### config.mk
export PLATFORM = sky130hd
export DESIGN_NAME = mem_bridge_ctrl
export DESIGN_NICKNAME = d
export VERILOG_FILES = /design/src/rtl/mem_bridge_ctrl.sv
export SDC_FILE = /design/constraint.sdc
export NUM_CORES = 1
export LEC_CHECK = 0
export ABC_AREA = 1
export CORE_ASPECT_RATIO = 1.5
export CORE_UTILIZATION = 45
export CTS_BUF_LIST = sky130_fd_sc_hd__clkbuf_8 sky130_fd_sc_hd__clkbuf_16
export DETAILED_ROUTE_END_ITERATION = 16
export DONT_BUFFER_PORTS = 1
export GPL_ROUTABILITY_DRIVEN = 1
export SYNTH_ARGS = -nofsm -noshare
export SYNTH_HDL_FRONTEND = slang
export SYNTH_SLANG_ARGS = --single-unit
export TNS_END_PERCENT = 30
### constraint.sdc
create_clock -name clk -period 2.9 [get_ports clk]
set_input_delay 0.725 -clock clk [delete_from_list [all_inputs] [get_ports clk]]
set_output_delay 0.725 -clock clk [all_outputs]
set_load 0.1 [all_outputs]
### src/rtl/mem_bridge_ctrl.sv
// Two-port round-robin sequencer for the MainBus/MemData memory bridge.
// Every output is a register, so the bridge and memory enables never glitch.
module mem_bridge_ctrl #(
  parameter int ADDR_W      = 16,
  parameter int WAIT_STATES = 1
) (
  input  logic              clk,
  input  logic              reset_n,
  input  logic              req0,
  input  logic              we0,
  input  logic [ADDR_W-1:0] addr0,
  output logic              done0,
  input  logic              req1,
  input  logic              we1,
  input  logic [ADDR_W-1:0] addr1,
  output logic              done1,
  output logic              busy,
  output logic [ADDR_W-1:0] mem_addr,
  output logic              mem_oe_n,
  output logic              mem_we_n,
  output logic              a_membridge_n,
  output logic              d_membridge_n
);

  typedef enum logic [2:0] {
    IDLE, RD_ACC, RD_DRV, WR_SET, WR_PLS, WR_HLD, TURN
  } state_t;

  localparam logic [3:0] WAIT_LOAD = 4'(WAIT_STATES);

  state_t     state;
  logic [3:0] waitCnt;
  logic       lastGrant;
  logic       grantPort;
  logic       pickPort;
  logic       pickWrite;

  // On a tie the port that was not served last wins; otherwise whoever asks.
  assign pickPort  = (req0 && req1) ? ~lastGrant : req1;
  assign pickWrite = pickPort ? we1 : we0;

  always_ff @(posedge clk) begin
    if (!reset_n) begin
      state         <= IDLE;
      waitCnt       <= 4'd0;
      lastGrant     <= 1'b1;
      grantPort     <= 1'b0;
      done0         <= 1'b0;
      done1         <= 1'b0;
      busy          <= 1'b0;
      mem_addr      <= '0;
      mem_oe_n      <= 1'b1;
      mem_we_n      <= 1'b1;
      a_membridge_n <= 1'b1;
      d_membridge_n <= 1'b1;
    end else begin
      done0 <= 1'b0;
      done1 <= 1'b0;
      case (state)
        IDLE: begin
          if (req0 || req1) begin
            grantPort <= pickPort;
            lastGrant <= pickPort;
            mem_addr  <= pickPort ? addr1 : addr0;
            busy      <= 1'b1;
            if (pickWrite) begin
              state         <= WR_SET;
              d_membridge_n <= 1'b0;
            end else begin
              state    <= RD_ACC;
              mem_oe_n <= 1'b0;
              waitCnt  <= WAIT_LOAD;
            end
          end
        end
        RD_ACC: begin
          if (waitCnt == 4'd0) begin
            state         <= RD_DRV;
            a_membridge_n <= 1'b0;
            done0         <= ~grantPort;
            done1         <= grantPort;
          end else begin
            waitCnt <= waitCnt - 4'd1;
          end
        end
        RD_DRV: begin
          state         <= TURN;
          mem_oe_n      <= 1'b1;
          a_membridge_n <= 1'b1;
        end
        WR_SET: begin
          state    <= WR_PLS;
          mem_we_n <= 1'b0;
          waitCnt  <= WAIT_LOAD;
        end
        WR_PLS: begin
          if (waitCnt == 4'd0) begin
            state    <= WR_HLD;
            mem_we_n <= 1'b1;
            done0    <= ~grantPort;
            done1    <= grantPort;
          end else begin
            waitCnt <= waitCnt - 4'd1;
          end
        end
        WR_HLD: begin
          state         <= TURN;
          d_membridge_n <= 1'b1;
        end
        TURN: begin
          state <= IDLE;
          busy  <= 1'b0;
        end
        default: begin
          state         <= IDLE;
          busy          <= 1'b0;
          mem_oe_n      <= 1'b1;
          mem_we_n      <= 1'b1;
          a_membridge_n <= 1'b1;
          d_membridge_n <= 1'b1;
        end
      endcase
    end
  end

endmodule

Word-level counts from Yosys, hierarchy flattened
Index checks and enable logic that the tools add are counted.
- add/sub/neg operators: 1
- equality and inequality tests: 12
- bitwise logic cells: 7
- multiplexer cells: 24
- reduce and logical (&&, ||, !) cells: 21
- operators by type and width (kind ; count):
    5-bit OR reduction ; 5
    16-bit 2-to-1 mux ; 1
    3-bit one-hot mux with 5 select lines ; 1
    4-bit 2-to-1 mux ; 3
    2-bit inequality test, second input constant ; 6
    4-bit one-hot mux with 3 select lines ; 1
    3-bit AND reduction ; 4
    3-bit equality test, second input constant ; 3
    1-bit 2-to-1 mux ; 9
    3-bit 2-to-1 mux ; 3
    1-bit one-hot mux with 2 select lines ; 4
    2-bit AND reduction ; 4
    1-bit NOT ; 7
    3-bit by 2-bit equality test with 1-bit output, second input constant ; 2
    4-bit zero test ; 1
    4-bit AND reduction ; 1
    2-bit OR reduction ; 2
    4-bit by 1-bit subtractor with 4-bit output, second input constant ; 1
    3-bit by 1-bit equality test with 1-bit output, second input constant ; 1
    3-bit zero test ; 1
    1-bit one-hot mux with 3 select lines ; 1
    3-bit nonzero test ; 1
    2-bit 2-to-1 mux ; 1
    1-bit logical AND ; 1
    1-bit logical OR ; 1
- register bits: 32
- output and inout port bits: 23
- logic and storage cells: 77
- input port bits: 38

Logic depth before layout (Yosys ltp)
- depth in word-level cells: 6
- depth in mapped cells: 10

Least setup slack after synthesis
OpenSTA, ideal clock, no wires.
- path type: register to output
- start: register busy
- end: output busy
- data required time: 2175 ps
- setup slack: 1250 ps
- data arrival time: 925 ps
- cell stages (with the launch flop): 1
- path buffers: 0
- path through: dfxtp_1
- RTL lines (item ; line ; text):
    start, declared ; 17 ; output logic busy,
    start signal, assigned ; 50 ; busy <= 1'b0;
    start signal, assigned ; 65 ; busy <= 1'b1;
    start signal, assigned ; 112 ; busy <= 1'b0;
No word-level cell between the ends.

Final worst setup path
- start: register mem_addr[15]
- end: output mem_addr[15]
- RTL lines (item ; line ; text):
    start, declared ; 18 ; output logic [ADDR_W-1:0] mem_addr,
    start signal, assigned ; 64 ; mem_addr <= pickPort ? addr1 : addr0;
No word-level cell between the ends.

==> impl_metrics.py <==
metrics = {
    "global_routing": {
        "grt_first_pass_wirelength_mm": 5.97,
        "antenna_found_initial": 0,
        "grt_max_degree": 25,
        "grtUsageTotal_pct": 21.4,
        "grt_pass1_vias": 1445,
        "grt.overflow.total": 0,
    },
    "logic_synthesis": {
        "synth.distinct_cells": 30,
        "syn_nets": 254,
        "yosys_warnings": 0,
        "synth.most_common_cell": "nand2_1",
        "ys_ff_latch": 32,
        "synth_cells": 214,
        "synth.top_cell.area_share_pct": 42.2,
        "avgSynthCellArea_sq_um": 7.10,
        "synthTopCellsByCount": "nand2_1, a21oi_1, dfxtp_1",
        "syn_area_sq_mm": 0.00152,
        "synth_top_cell_by_area": "dfxtp_1",
        "synth_edf_count": 0,
        "synthTopCellsByArea": "dfxtp_1, nand2_1, a21oi_1",
        "synthArstFlopShare_pct": 0,
        "ys_seq_area_share_pct": 42.2,
        "ys.flop_type": "dfxtp_1",
    },
    "clock_network": {
        "clockBufferDepth": 2,
        "clkTransAtPathRegs_ns": 0.06,
        "cts.hold.buffers_added": 0,
        "insertion_delay_ns": 0.28,
        "clock-sinks": 32,
        "cts_root_buf": "clkbuf_8",
        "numCtsBuffers": 5,
        "cts-resized-gates": 0,
        "cts_tree": "built",
        "htreeDepth": 2,
        "cts_setup_buffers": 0,
    },
    "detailed_routing": {
        "ant_nets": 0,
        "wl_per_cell_um": 13.9,
        "vias_per_cell": 5.56,
        "drt_iter0_markers": 23,
        "drc": 0,
        "drt-pass1-iter-count": 4,
        "drt_wl_total_mm": 3.65,
        "vias": 1458,
    },
    "sta": {
        "fmax_mhz": 508,
        "fin_crit_ns": 1.97,
        "hold_viol_final": 0,
        "finalHoldWorstSlack_ns": 0.458,
        "maxSlewViolCount": 0,
        "tightest_slew_ns": 0.980,
        "finalCritPeriodShare_pct": 67.9,
        "relSlewSlack_pct": 34.6,
        "rsz0062_at_grt": "no",
        "clock_skew_ns": 0.00275,
        "setup_viol": 0,
        "tns_ns": 0,
    },
    "place": {
        "dp_hpwl_mm": 2.65,
        "io_buffers": 0,
        "post-place-cells": 254,
        "gp_congestion": 0.841,
    },
    "floorplan": {
        "start_util_pct": 47.6,
        "die_h_um": 73.2,
        "io_pins": 61,
        "rows": 25,
        "core_sq_mm": 0.00319,
        "die-area_sq_mm": 0.00362,
        "dieWidth_um": 49.4,
    },
    "outcome": {
        "status": "completed",
    },
    "critical_path": {
        "crit_path_end_kind": "output pin",
        "setup.worst_path.start_class": "flip-flop",
        "critical_path.max_fanout": 2,
        "cp.required_ns": 2.17,
        "worstSetupPathType": "reg2out",
        "critPathArrivalTime_ns": 1.24,
    },
    "job": {
        "drv_cap": 0,
    },
    "layout": {
        "layoutNonFillerInstCount": 262,
        "layout-drive-gt1-share_pct": 10.8,
        "syn2layout_area_growth_pct": 9.88,
        "multi_input_area_sq_um": 773,
        "n_fill_cell": 338,
        "nets": 261,
        "diodes": 0,
        "seqCellArea_sq_um": 641,
    },
    "min_path": {
        "hold_class": "reg2reg",
    },
}
[kinds of logic after synthesis]
group           synth area share, %
simple gates                   25.9
compound gates                 23.3
flops                          42.2
buf+inv                        6.92
fa+ha+maj                      1.65
[per-stage QoR]
step | util, % | instance area [sq um] | setup slack, ns
after global placement | 49.5 | 1580 | 0.981
final | 52.3 | 1670 | 0.932
after detailed placement | 49.5 | 1580 | 0.909
after CTS | 52.3 | 1670 | 0.925
after floorplan | - | 1520 | 1.25
after global routing | 52.3 | 1670 | 0.905
[cell usage in the layout (no fill, tap or decap), drive strengths merged]
cell / count
nand3: 10
a31oi: 1
o211ai: 1
nor3: 2
nand4: 1
inv: 19
buf: 6
a21oi: 38
nor2: 17
o21bai: 1
or2: 1
a21boi: 1
clkinv: 1
o21ai: 25
dfxtp: 32
clkbuf: 6
o22ai: 1
nand2: 57
ha: 2
[metal layers]
metal | routed length [um] | track usage (%) | share of wire, % | vias up
met5 | 0 | 0 | 0 | -
met4 | 63 | 10.2 | 1.7 | 0
met3 | 238 | 7.71 | 6.5 | 10
met2 | 1900 | 38.4 | 52 | 55
met1 | 1450 | 22.0 | 40 | 663
li1 | - | - | - | 730
[state kept, by name, summed over array words and instances (netlist names)]
name           count
mem_addr          16
busy               1
d_membridge_n      1
mem_oe_n           1
waitCnt            4
done0              1
mem_we_n           1
done1              1
grantPort          1
lastGrant          1
a_membridge_n      1
state              3
[area by class of cell]
class	count	share of cell area [%]
clock buffer	6	4.95
clock inverter	2	0.450
tap	40	3.00
multi-input combinational	158	46.3
sequential	32	38.4
inverter	18	4.20
timing repair buffer	6	2.70
[path summary, 6_finish.rpt]
kind / start / endpoint / slack, ns / cells past startpoint
max reg2reg: lastGrant / lastGrant / 1.26 / 6
min: grantPort / done0 / 0.46 / 1
min reg2reg: grantPort / done0 / 0.46 / 1
max: mem_addr[15] / mem_addr[15] / 0.93 / 0
Power is left out: the tool's default activity adds up to more than one toggle a clock period on the data nets, which glitch-free logic cannot reach.
